[src/rtl/mul_dispatch.sv]
// Operand-pair queue feeding an external multi-cycle multiplier, one operation at a time.
// Captures each product and holds it until the downstream side accepts it.
module mul_dispatch #(
    parameter int WIDTH   = 32,
    parameter int DEPTH   = 4,
    parameter int TIMEOUT = 64
) (
    input  logic                     clk,
    input  logic                     rst,
    input  logic                     in_valid,
    output logic                     in_ready,
    input  logic [WIDTH-1:0]         in_a,
    input  logic [WIDTH-1:0]         in_b,
    output logic                     mul_start,
    output logic [WIDTH-1:0]         mul_a,
    output logic [WIDTH-1:0]         mul_b,
    input  logic [2*WIDTH-1:0]       mul_res,
    input  logic                     mul_finish,
    output logic                     out_valid,
    input  logic                     out_ready,
    output logic [2*WIDTH-1:0]       out_res,
    output logic                     busy,
    output logic [$clog2(DEPTH):0]   count,
    output logic                     err
);
    localparam int PTR_W = $clog2(DEPTH);
    localparam int TMR_W = $clog2(TIMEOUT + 1);
    localparam logic [PTR_W:0]   FULL_CNT = (PTR_W + 1)'(DEPTH);
    localparam logic [TMR_W-1:0] TMR_LAST = TMR_W'(TIMEOUT - 1);

    localparam logic [1:0] IDLE  = 2'd0;
    localparam logic [1:0] ISSUE = 2'd1;
    localparam logic [1:0] WAIT  = 2'd2;
    localparam logic [1:0] HOLD  = 2'd3;

    logic [2*WIDTH-1:0] mem_q [DEPTH];
    logic [PTR_W-1:0]   wr_ptr_q, wr_ptr_d, rd_ptr_q, rd_ptr_d;
    logic [PTR_W:0]     count_q, count_d;
    logic [1:0]         state_q, state_d;
    logic [TMR_W-1:0]   timer_q, timer_d;
    logic [WIDTH-1:0]   mul_a_q, mul_a_d, mul_b_q, mul_b_d;
    logic [2*WIDTH-1:0] out_res_q, out_res_d;
    logic               out_valid_q, out_valid_d;
    logic               err_q, err_d;
    logic               push, pop;

    // in_ready looks only at occupancy, so a same-cycle pop never frees a full queue
    assign in_ready = (count_q != FULL_CNT);
    assign push     = in_valid && in_ready;
    assign pop      = (state_q == IDLE) && (count_q != '0);

    always_comb begin
        wr_ptr_d = wr_ptr_q;
        rd_ptr_d = rd_ptr_q;
        count_d  = count_q;
        if (push) wr_ptr_d = wr_ptr_q + 1'b1;
        if (pop)  rd_ptr_d = rd_ptr_q + 1'b1;
        case ({push, pop})
            2'b10:   count_d = count_q + 1'b1;
            2'b01:   count_d = count_q - 1'b1;
            default: count_d = count_q;
        endcase
    end

    always_comb begin
        state_d     = state_q;
        timer_d     = timer_q;
        mul_a_d     = mul_a_q;
        mul_b_d     = mul_b_q;
        out_res_d   = out_res_q;
        out_valid_d = out_valid_q;
        err_d       = err_q;
        case (state_q)
            IDLE: begin
                if (pop) begin
                    {mul_a_d, mul_b_d} = mem_q[rd_ptr_q];
                    state_d            = ISSUE;
                end
            end
            ISSUE: begin
                timer_d = '0;
                state_d = WAIT;
            end
            WAIT: begin
                timer_d = timer_q + 1'b1;
                // a finish on the last allowed cycle still wins over the abort
                if (mul_finish) begin
                    out_res_d   = mul_res;
                    out_valid_d = 1'b1;
                    state_d     = HOLD;
                end else if (timer_q == TMR_LAST) begin
                    err_d   = 1'b1;
                    state_d = IDLE;
                end
            end
            HOLD: begin
                if (out_ready) begin
                    out_valid_d = 1'b0;
                    state_d     = IDLE;
                end
            end
            default: state_d = IDLE;
        endcase
    end

    always_ff @(posedge clk) begin
        if (push) mem_q[wr_ptr_q] <= {in_a, in_b};
    end

    always_ff @(posedge clk) begin
        if (rst) begin
            wr_ptr_q    <= '0;
            rd_ptr_q    <= '0;
            count_q     <= '0;
            state_q     <= IDLE;
            timer_q     <= '0;
            mul_a_q     <= '0;
            mul_b_q     <= '0;
            out_res_q   <= '0;
            out_valid_q <= 1'b0;
            err_q       <= 1'b0;
        end else begin
            wr_ptr_q    <= wr_ptr_d;
            rd_ptr_q    <= rd_ptr_d;
            count_q     <= count_d;
            state_q     <= state_d;
            timer_q     <= timer_d;
            mul_a_q     <= mul_a_d;
            mul_b_q     <= mul_b_d;
            out_res_q   <= out_res_d;
            out_valid_q <= out_valid_d;
            err_q       <= err_d;
        end
    end

    assign mul_start = (state_q == ISSUE);
    assign mul_a     = mul_a_q;
    assign mul_b     = mul_b_q;
    assign out_valid = out_valid_q;
    assign out_res   = out_res_q;
    assign busy      = (state_q != IDLE);
    assign count     = count_q;
    assign err       = err_q;

endmodule
[config.mk]
export PLATFORM = sky130hd
export DESIGN_NAME = mul_dispatch
export DESIGN_NICKNAME = d
export VERILOG_FILES = /design/src/rtl/mul_dispatch.sv
export SDC_FILE = /design/constraint.sdc
export NUM_CORES = 1
export LEC_CHECK = 0
export ABC_AREA = 1
export CAP_MARGIN = 15
export CORE_ASPECT_RATIO = 0.7
export CORE_MARGIN = 3
export CORE_UTILIZATION = 47
export DETAILED_ROUTE_END_ITERATION = 10
export HOLD_SLACK_MARGIN = 0.12
export PLACE_DENSITY = 0.73
export SLEW_MARGIN = 5
export SYNTH_ARGS = -nofsm -noshare
export SYNTH_HDL_FRONTEND = slang
export SYNTH_SLANG_ARGS = --single-unit
[constraint.sdc]
create_clock -name clk -period 4.23 [get_ports clk]
set_clock_uncertainty 0.05 [all_clocks]
set_input_delay 1.0575 -clock clk [delete_from_list [all_inputs] [get_ports clk]]
set_output_delay 1.0575 -clock clk [all_outputs]
set_load 0.1 [all_outputs]
==> summary.txt <==
Outcome
  • Status: finished, final reports clean

Finish
  • Leading cell types in the layout, fill and taps excluded: 396 x nor2_1, 266 x clkdlybuf4s50_1, 256 x edfxtp_1
  • Layout cells sized above 1: 0.05612
  • Synth-to-layout area growth: 27.39%
  • Storage cell area: 0.01062 mm²
  • Final cell utilization of the core: 0.6195
  • Final nets: 1,702
  • N_diodes: 0
  • Filler Cells Inserted: 2,485
  • Final instance area: 0.01898 mm²
  • Leading cell type in the layout, fill and taps excluded: nor2_1
  • Area of the multi-input gates: 0.003681 mm²

Placement
  • Final HPWL DP: 21,600 µm
  • IO Port Bufs: 268
  • Area after DPL: 0.01779 mm²
  • RD Place Congestion: 0.7667

Die
  • Core Region: 0.03064 mm²
  • Die ar.: 0.03391 mm²
  • Row count: 53
  • Die W: 218.8 µm
  • Die H: 155.0 µm
  • Starting Density: 0.4863
  • I/O pins: 269

Synth
  • Mapped Cells: 1,314
  • Mapped cell area: 0.01490 mm²
  • Ys Warns: 0
  • Mapped Nets: 1,459
  • Distinct cells, synth: 25
  • FF+latch count, synth: 402
  • Register area share after synthesis: 0.7121
  • Synthesized area per cell: 11.34 µm²

STA
  • Final setup TNS: 0 ns
  • Final min period: 3.312 ns
  • Crit share post-route: 0.7830
  • FMAX: 301.9 MHz
  • Final hold violation count: 0
  • Slew Limit Fails: 0
  • Setup violators final: 0
  • Max_slew headroom: 0.2851
  • Measured slew at the worst slew-check pin: 1.069 ns
  • Final hold slack: 0.4148 ns
  • RSZ-0062 raised after global routing: false

Clock tree
  • Hold buffers post-CTS: 0
  • TritonCTS buffer count: 38
  • Post-CTS Setup Bufs: 0
  • CTS tree: done
  • Clock transition at path regs: 0.06 ns
  • H-Tree Depth: 2
  • Later-pin clock latency in the skew report: 0.53 ns
  • CTS root buf: clkbuf_16
  • CTS sink count: 402
  • Post-cts resize count: 0
  • Clock Tree Buf Depth: 3

GRT
  • GRT Resource Usage Total: 0.2062
  • Pin count of the biggest net entering global routing: 88
  • GRT Max-Usage Layer: met2
  • Met3 usage: 0.04393
  • First-pass GRT wire length: 55,700 µm
  • Vias in the first global route: 9,841
  • Initial antenna violation count: 0
  • GR Util met2: 0.3176
  • Total grt overflow: 0
  • GR Layer Usage met1: 0.2975

Detailed routing
  • Via count: 10,463
  • WL/cell: 18.00 µm
  • Vias/cell: 5.237
  • Total Wirelength: 35,960 µm
  • DRT Pass-1 Iters: 7
  • DRC Markers: 0
  • Initial DRC Count: 884
  • Antenna Violating Nets Remaining: 0

Critical path
  • CP Launch Type: flop
  • CP max FO: 5
  • Worst Setup End Kind: output port
  • Reg2reg setup slack: 1.80 ns
  • R2R depth: 10
  • CP required: 3.12 ns
  • Worst r2r dst: count[2]
  • Crit Reg-Reg Startpoint: count[0]
  • Critical path data arrival time: 2.20 ns
  • Worst setup path category: flop to output port

Worst hold path
  • Hold path depth: 2
  • Hold crit path type: flop to flop
  • Hold path endpoint: err
  • Worst Hold Launch: err

Power and ir drop
  • Power Density: 788.6 mW/mm²
  • Pint: 8.223 mW
  • Lkg Pwr: 6.570 nW
  • VDD IR max: 0.8181 mV
  • Switching pwr: 6.744 mW
  • Switching portion of total power: 0.4506
  • Clk pwr share: 0.217
  • Seq pwr share: 0.346
  • Logic pwr share: 0.437

Flow run
  • Max cap viols: 0
-- cell families (layout without fill, tap and decap cells) --
group | count (synthesis) | after routing | synth area share
simple gates | 436 | 436 | 0.1114
flops | 402 | 402 | 0.7121
compound gates | 349 | 349 | 0.1229
buf+inv | 115 | 387 | 0.04300
fa+ha+maj | 12 | 12 | 0.01058
-- power groups by stage --
stage,clock network (mW),registers (mW),logic (mW)
after floorplan,0,8.17,2.13
after global placement,0,5.24,6.49
after detailed placement,0,5.26,6.55
after CTS,3.33,5.18,6.58
after global routing,3.48,5.25,6.92
final,3.24,5.18,6.55
-- per-layer routing --
layer,vias up,part of all wire
met5,-,0
met4,0,0.024
met3,66,0.068
met2,354,0.45
met1,4983,0.46
li1,5060,-
-- worst max-delay path, stage by stage, from the launching register on --
cell	delay [ns]
dfxtp_1	0.40
nor2_2	0.08
nand2_1	0.08
clkdlybuf4s50_1	1.13
-- cell usage after synthesis, drive strengths merged --
cell type / number / area [µm²]
nor3: 3 / 15.01
edfxtp: 256 / 7687
dfxtp: 146 / 2923
o21ai: 267 / 1336
clkbuf: 28 / 105.1
buf: 57 / 420.4
nor2: 402 / 1519
ha: 11 / 137.6
inv: 29 / 111.4
a21oi: 16 / 80.08
o22ai: 64 / 400.4
fa: 1 / 20.02
o21bai: 2 / 15.01
nand3: 5 / 25.02
nand2: 26 / 100.1
clkinv: 1 / 3.750
-- sequential cells by signal, indices dropped and copies added, names as in the netlist --
| register | cells |
|---|---|
| mul_b | 32 |
| out_valid | 1 |
| timer_q | 7 |
| err | 1 |
| mem_q | 256 |
| rd_ptr_q | 2 |
| mul_a | 32 |
| out_res | 64 |
| state_q | 2 |
| wr_ptr_q | 2 |
| count | 3 |
-- through the flow --
| stage | cells | setup WS, ns | total power [mW] |
|---|---|---|---|
| 2_1_floorplan | 1314 | -0.2202 | 10.30 |
| 3_3_place_gp | 1929 | 0.8546 | 11.74 |
| 3_5_place_dp | 1929 | 0.9389 | 11.81 |
| 4_1_cts | 1998 | 0.8812 | 15.08 |
| 5_1_grt | 1998 | 0.8234 | 15.64 |
| 6_report | 1998 | 0.9179 | 14.97 |
-- worst max path at each step --
| stage | slack [ns] | to | depth (start not counted) | from |
|---|---|---|---|---|
| 3_3_place_gp | 0.85 | count[2] | 9 | in_valid |
| 3_5_place_dp | 0.94 | count[2] | 9 | in_valid |
| 2_1_floorplan | -0.22 | mem_q[0][0] | 4 | count[0] |
| 6_report | 0.92 | in_ready | 3 | count[0] |
| 5_1_grt | 0.82 | in_ready | 3 | count[0] |
| 4_1_cts | 0.88 | in_ready | 3 | count[0] |
-- layout make-up --
cell class,count,share of cell area
clock buffers,62,0.06085
clock inverters,7,0.001648
inverters,30,0.006131
multi-input cells,797,0.1939
flip-flops and latches,402,0.5593
well taps,412,0.02716
repair buffers,288,0.1510
Power figures use the tool's default switching activity.
